[config.mk]
export PLATFORM = sky130hd
export DESIGN_NAME = pipe_stage_reg
export DESIGN_NICKNAME = d
export VERILOG_FILES = /design/src/rtl/cpu_pkg.sv /design/src/rtl/stage_slot.sv /design/src/rtl/pipe_stage_reg.sv
export SDC_FILE = /design/constraint.sdc
export NUM_CORES = 1
export LEC_CHECK = 0
export ABC_CLOCK_PERIOD_IN_PS = 4600
export BUFFER_PORTS_ARGS = -buffer_cell sky130_fd_sc_hd__buf_2
export CORE_UTILIZATION = 40
export CTS_CLUSTER_SIZE = 16
export DETAILED_ROUTE_END_ITERATION = 12
export HOLD_SLACK_MARGIN = 0.02
export PLACE_DENSITY_LB_ADDON = 0.05
export SLEW_MARGIN = 30
export SYNTH_ARGS = -nofsm -noshare
export SYNTH_HDL_FRONTEND = slang
export SYNTH_SLANG_ARGS = --single-unit
[constraint.sdc]
create_clock -name clk -period 4.6 [get_ports clk]
set_input_delay 0.46 -clock clk [delete_from_list [all_inputs] [get_ports clk]]
set_output_delay 0.46 -clock clk [all_outputs]
set_load 0.01 [all_outputs]
[src/rtl/cpu_pkg.sv]
// Shared definitions for the five-stage MIPS core: stage-entry layout,
// default widths, the NOP encoding and exception codes.
package cpu_pkg;

  localparam int DATA_W_DEF = 96;
  localparam int EXC_W_DEF  = 5;

  localparam logic [31:0] CMD_NOP = 32'h0;

  localparam logic [EXC_W_DEF-1:0] EXC_NONE = 5'd0;
  localparam logic [EXC_W_DEF-1:0] EXC_INT  = 5'd0;
  localparam logic [EXC_W_DEF-1:0] EXC_ADEL = 5'd4;
  localparam logic [EXC_W_DEF-1:0] EXC_ADES = 5'd5;
  localparam logic [EXC_W_DEF-1:0] EXC_SYS  = 5'd8;
  localparam logic [EXC_W_DEF-1:0] EXC_BP   = 5'd9;
  localparam logic [EXC_W_DEF-1:0] EXC_RI   = 5'd10;
  localparam logic [EXC_W_DEF-1:0] EXC_OV   = 5'd12;

  // Default-width stage entry; modules with other widths mirror this field order.
  typedef struct packed {
    logic [31:0]           cmd;
    logic [31:0]           pc;
    logic [31:0]           epc;
    logic [DATA_W_DEF-1:0] data;
    logic [EXC_W_DEF-1:0]  exc;
    logic                  bd;
  } stage_entry_t;

  function automatic int entry_w(input int data_w, input int exc_w);
    return 32 + 32 + 32 + data_w + exc_w + 1;
  endfunction

endpackage

[src/rtl/stage_slot.sv]
// One stage-entry register with load, bubble-load (keeps pc/epc/bd) and clear.
module stage_slot
  import cpu_pkg::*;
#(
  parameter int DATA_W = DATA_W_DEF,
  parameter int EXC_W  = EXC_W_DEF,
  localparam int ENTRY_W = entry_w(DATA_W, EXC_W)
) (
  input  logic               clk,
  input  logic               res,
  input  logic               clr,
  input  logic               load,
  input  logic               bubble,
  input  logic [ENTRY_W-1:0] d_in,
  output logic [ENTRY_W-1:0] q_out
);

  typedef struct packed {
    logic [31:0]       cmd;
    logic [31:0]       pc;
    logic [31:0]       epc;
    logic [DATA_W-1:0] data;
    logic [EXC_W-1:0]  exc;
    logic              bd;
  } entry_t;

  entry_t in_e;
  entry_t entry_d;
  entry_t entry_q;

  assign in_e  = d_in;
  assign q_out = entry_q;

  always_comb begin
    entry_d = entry_q;
    if (clr) begin
      entry_d = '0;
    end else if (bubble) begin
      entry_d      = in_e;
      entry_d.cmd  = CMD_NOP;
      entry_d.data = '0;
      entry_d.exc  = '0;
    end else if (load) begin
      entry_d = in_e;
    end
  end

  always_ff @(posedge clk) begin
    if (res) entry_q <= '0;
    else     entry_q <= entry_d;
  end

endmodule

[src/rtl/pipe_stage_reg.sv]
// Inter-stage pipeline register with valid/ready handshake, optional skid
// entry, and a flush that leaves a bubble carrying PC/EPC/BD.
module pipe_stage_reg
  import cpu_pkg::*;
#(
  parameter int DATA_W = DATA_W_DEF,
  parameter int EXC_W  = EXC_W_DEF,
  parameter int SKID   = 1
) (
  input  logic              clk,
  input  logic              res,
  input  logic              flush,
  input  logic              in_valid,
  output logic              in_ready,
  input  logic [31:0]       in_cmd,
  input  logic [31:0]       in_pc,
  input  logic [31:0]       in_epc,
  input  logic [DATA_W-1:0] in_data,
  input  logic [EXC_W-1:0]  in_exc,
  input  logic              in_bd,
  output logic              out_valid,
  input  logic              out_ready,
  output logic [31:0]       out_cmd,
  output logic [31:0]       out_pc,
  output logic [31:0]       out_epc,
  output logic [DATA_W-1:0] out_data,
  output logic [EXC_W-1:0]  out_exc,
  output logic              out_bd,
  output logic [1:0]        occupancy
);

  localparam int ENTRY_W = entry_w(DATA_W, EXC_W);

  typedef struct packed {
    logic [31:0]       cmd;
    logic [31:0]       pc;
    logic [31:0]       epc;
    logic [DATA_W-1:0] data;
    logic [EXC_W-1:0]  exc;
    logic              bd;
  } entry_t;

  entry_t in_e;
  entry_t head_e;
  entry_t skid_e;
  entry_t head_src;

  logic [ENTRY_W-1:0] head_q_w;
  logic [ENTRY_W-1:0] skid_q_w;

  logic head_vld_d, head_vld_q;
  logic skid_vld_d, skid_vld_q;
  logic head_load, head_bubble, head_from_skid, skid_load;
  logic xfer_in, xfer_out, head_free;

  assign in_e = '{cmd: in_cmd, pc: in_pc, epc: in_epc, data: in_data,
                  exc: in_exc, bd: in_bd};

  assign in_ready  = (SKID != 0) ? ~skid_vld_q : (~head_vld_q | out_ready);
  assign out_valid = head_vld_q;
  assign occupancy = {1'b0, head_vld_q} + {1'b0, skid_vld_q};

  // Flush blocks consumption of the upstream word even though in_ready is shown.
  assign xfer_in   = in_valid & in_ready & ~flush;
  assign xfer_out  = head_vld_q & out_ready;
  assign head_free = ~head_vld_q | xfer_out;

  always_comb begin
    head_vld_d     = head_vld_q;
    skid_vld_d     = skid_vld_q;
    head_load      = 1'b0;
    head_bubble    = 1'b0;
    head_from_skid = 1'b0;
    skid_load      = 1'b0;
    if (flush) begin
      head_vld_d  = 1'b1;
      head_bubble = 1'b1;
      skid_vld_d  = 1'b0;
    end else if (head_free) begin
      if (skid_vld_q) begin
        head_load      = 1'b1;
        head_from_skid = 1'b1;
        head_vld_d     = 1'b1;
        skid_load      = xfer_in;
        skid_vld_d     = xfer_in;
      end else begin
        head_load  = xfer_in;
        head_vld_d = xfer_in;
      end
    end else if (xfer_in) begin
      skid_load  = 1'b1;
      skid_vld_d = 1'b1;
    end
    if (SKID == 0) begin
      skid_load  = 1'b0;
      skid_vld_d = 1'b0;
    end
  end

  always_ff @(posedge clk) begin
    if (res) begin
      head_vld_q <= 1'b0;
      skid_vld_q <= 1'b0;
    end else begin
      head_vld_q <= head_vld_d;
      skid_vld_q <= skid_vld_d;
    end
  end

  assign head_src = head_from_skid ? skid_e : in_e;

  stage_slot #(.DATA_W(DATA_W), .EXC_W(EXC_W)) u_head (
    .clk    (clk),
    .res    (res),
    .clr    (1'b0),
    .load   (head_load),
    .bubble (head_bubble),
    .d_in   (head_src),
    .q_out  (head_q_w)
  );

  generate
    if (SKID != 0) begin : g_skid
      stage_slot #(.DATA_W(DATA_W), .EXC_W(EXC_W)) u_skid (
        .clk    (clk),
        .res    (res),
        .clr    (flush),
        .load   (skid_load),
        .bubble (1'b0),
        .d_in   (in_e),
        .q_out  (skid_q_w)
      );
    end else begin : g_no_skid
      assign skid_q_w = '0;
    end
  endgenerate

  assign head_e = head_q_w;
  assign skid_e = skid_q_w;

  assign out_cmd  = head_e.cmd;
  assign out_pc   = head_e.pc;
  assign out_epc  = head_e.epc;
  assign out_data = head_e.data;
  assign out_exc  = head_e.exc;
  assign out_bd   = head_e.bd;

endmodule

==> metrics.txt <==
status complete, no violations; # rows 70; overall routing resource usage between 20 and 25%; P&R area growth vs syn 24.81%; Synth area leaders dfxtp_1, nand2_1, a21oi_1; CTS root buf clkbuf_16; per-cell routed wire length 17.08 µm; via count around 15,000; layout filler cell count 3,668; hpwl dp 28,140 µm; largest net degree at the start of global routing between 150 and 200; Synth area leader dfxtp_1; Post-CTS Setup Bufs 0; Synth Area in Simple Gates 21.95%; first-pass GRT wire length around 75,000 µm; critical path launch point type flop; endpoint type of the worst setup path flop; hold buffers post-CTS 0; Syn Nets 2,179; CTS Sinks between 300 and 400; die width roughly 200 µm; largest family of logic cells by synthesized area simple AND/OR/NAND/NOR gates; adder-cell share of the synthesized area 0.08269%; slowest stage delay, CP 0.84 ns; slowest CP cell or3_4; DR pass1 iterations 7; leakage power approximately 0.0077 µW; Core ar. 36,870 µm²; mapped cell area about 15,000 µm²; reg2reg setup slack 1.82 ns; Num CTS Buffers 45; maximum VDD drop 341.6 µV; CTS clk-pin slew, worst paths 0.06 ns; complex-gate fraction of the synthesized area 20.35%; Worst Path Buf+Inv 1; Final ANT Viol Nets 0; Tmin final about 2.8 ns; #FFs+latches synth 398; die area 38,610 µm²; Worst Path Max Fanout 66; power density over the cells 410.9 nW/µm²; routed wire length 48,290 µm; Syn Area/Cell 7.661 µm²; crit-path cells nor2b_1 -> or3_4 -> buf_4 -> nand2_1 -> a311oi_1; Starting Density 41.03%; crit path DAT 3.25 ns; Hold Vio Cnt, Final 0; layout net count 2,483; Setup Skew about 0.015 ns; Die Height approximately 200 µm; Slew headroom 38.13%; max_cap viols 0; total power 7760 µW; xor/xnor cell area share of the yosys netlist 0%; Hold WC Path Type in -> reg; Setup CP Type reg -> reg; vias in the first global route 13,340; initial drt markers 754; worst skew pair latency roughly 0.57 ns; final setup TNS 0 ns; layout cells sized above 1 22.11%; Longest Clk Path Bufs 3; # port buffers 404; CTS H-tree lvls 2; gpl congestion 0.7635; CTS tree yes; Synth Warn # 0; share of the clock period used by the worst path 60.46%; Slew Viols, Final 0; Yosys top cell area share 52.66%; I/O pins ~410; crit-path leading delay family simple AND/OR/NAND/NOR gates; Worst Tran Pin Value roughly 0.93 ns; # DRC 0; FF+latch area 7968 µm²; sequential area share after synthesis 52.66%; Required @ worst endpoint 5.06 ns; RSZ-0062 raised after global routing false; Gate Count Post-Synth 1,975; Distinct cells, synth 22; mux cell area share after synthesis 0%; vias per cell 5.144; overflow left after global routing 0; area used by multi-input combinational logic 6457 µm²; post-CTS sizing 0; initial antenna violation count 17; fmax approximately 360 MHz; Final setup viols 0
Yosys cell counts:
| master | number |
|---|---|
| dfxtp_1 | 398 |
| nand2b_1 | 1 |
| nor2_1 | 68 |
| nor3_1 | 1 |
| buf_1 | 2 |
| nand2_1 | 792 |
| nand2b_4 | 1 |
| nor3_4 | 2 |
| or2_2 | 1 |
| ha_1 | 1 |
| a21oi_1 | 199 |
| buf_2 | 78 |
| a311oi_1 | 65 |
| a21oi_2 | 1 |
| or3_1 | 2 |
| inv_2 | 1 |
| a31oi_1 | 133 |
| o21ai_0 | 133 |
| nor3_2 | 1 |
| nor2b_1 | 1 |
| clkbuf_1 | 93 |
| o21bai_1 | 1 |
path summary, 6_finish.rpt:
kind,start,to,depth (start not counted)
min,in_pc[23],g_skid.u_skid.q_out[157],3
max reg2reg,out_valid,u_head.q_out[164],5
max,out_valid,u_head.q_out[164],5
min reg2reg,g_skid.u_skid.q_out[22],g_skid.u_skid.q_out[22],2
layer usage:
metal	wire, µm	up-vias	track usage [%]	part of all wire, %
met2	21540	455	37.04	45
met1	21080	6742	32.13	44
met5	82	-	0	0.17
met3	4283	81	7.478	8.9
met4	1309	12	9.780	2.7
li1	-	7251	-	-
tightest hold or removal path, stage by stage:
cell and delay (ns):
buf_2 0.10, nand2_1 0.05, a21oi_1 0.05
logic make-up after synthesis:
family | Yosys count
AO/OA/AOI/OAI | 532
flip-flops | 398
buffers and inverters | 174
AND/OR/NAND/NOR | 870
adder cells (fa/ha/maj) | 1
power breakdown:
group	switching [µW]	internal (µW)	leakage, µW
logic	398	219	0.00377
registers	49.6	3550	0.00324
clock network	1420	2120	0.000733
registers in the layout (all words and copies together), names as in the netlist:
name	cells
g_skid.u_skid.q_out	198
out_valid	1
skid_vld_q	1
u_head.q_out	198
metrics by stage:
| step | cells | util (%) | hold slack [ns] | setup WS, ns | cell area, µm² |
|---|---|---|---|---|---|
| 6_report | 2827 | 51.21 | 0.1372 | 1.819 | 18880 |
| 5_1_grt | 2821 | 51.17 | 0.1199 | 1.614 | 18870 |
| 4_1_cts | 2814 | 51.05 | 0.1055 | 1.784 | 18820 |
| 3_5_place_dp | 2735 | 47.07 | 0.4467 | 1.634 | 17360 |
| 3_3_place_gp | 2733 | 46.93 | 0.4412 | 1.694 | 17300 |
| 2_1_floorplan | 1975 | - | 0.4366 | 2.773 | 15130 |
area by class of cell:
| cell class | count | share of cell area, % |
|---|---|---|
| Timing Repair Buffer | 430 | 12.32 |
| Clock buffer | 69 | 7.354 |
| Multi-Input combinational cell | 1403 | 34.19 |
| Inverter | 1 | 0.01988 |
| Clock inverter | 10 | 0.4174 |
| Antenna cell | 12 | 0.1590 |
| Sequential cell | 398 | 42.19 |
| Tap cell | 504 | 3.339 |
cells in the final DEF, fill, tap and decap left out, types with 2 or more instances in the layout:
cell / instances
dfxtp_1: 398
clkinv_2: 8
clkbuf_1: 9
a311oi_1: 65
a21oi_1: 199
buf_12: 5
o21ai_0: 133
buf_2: 404
buf_6: 2
a31oi_1: 133
nor3_4: 3
buf_4: 17
nand2_1: 792
buf_16: 2
or3_4: 2
nor2_1: 67
diode_2: 12
clkbuf_16: 47
clkbuf_8: 13
No activity file was read; power rests on OpenSTA's default activity.
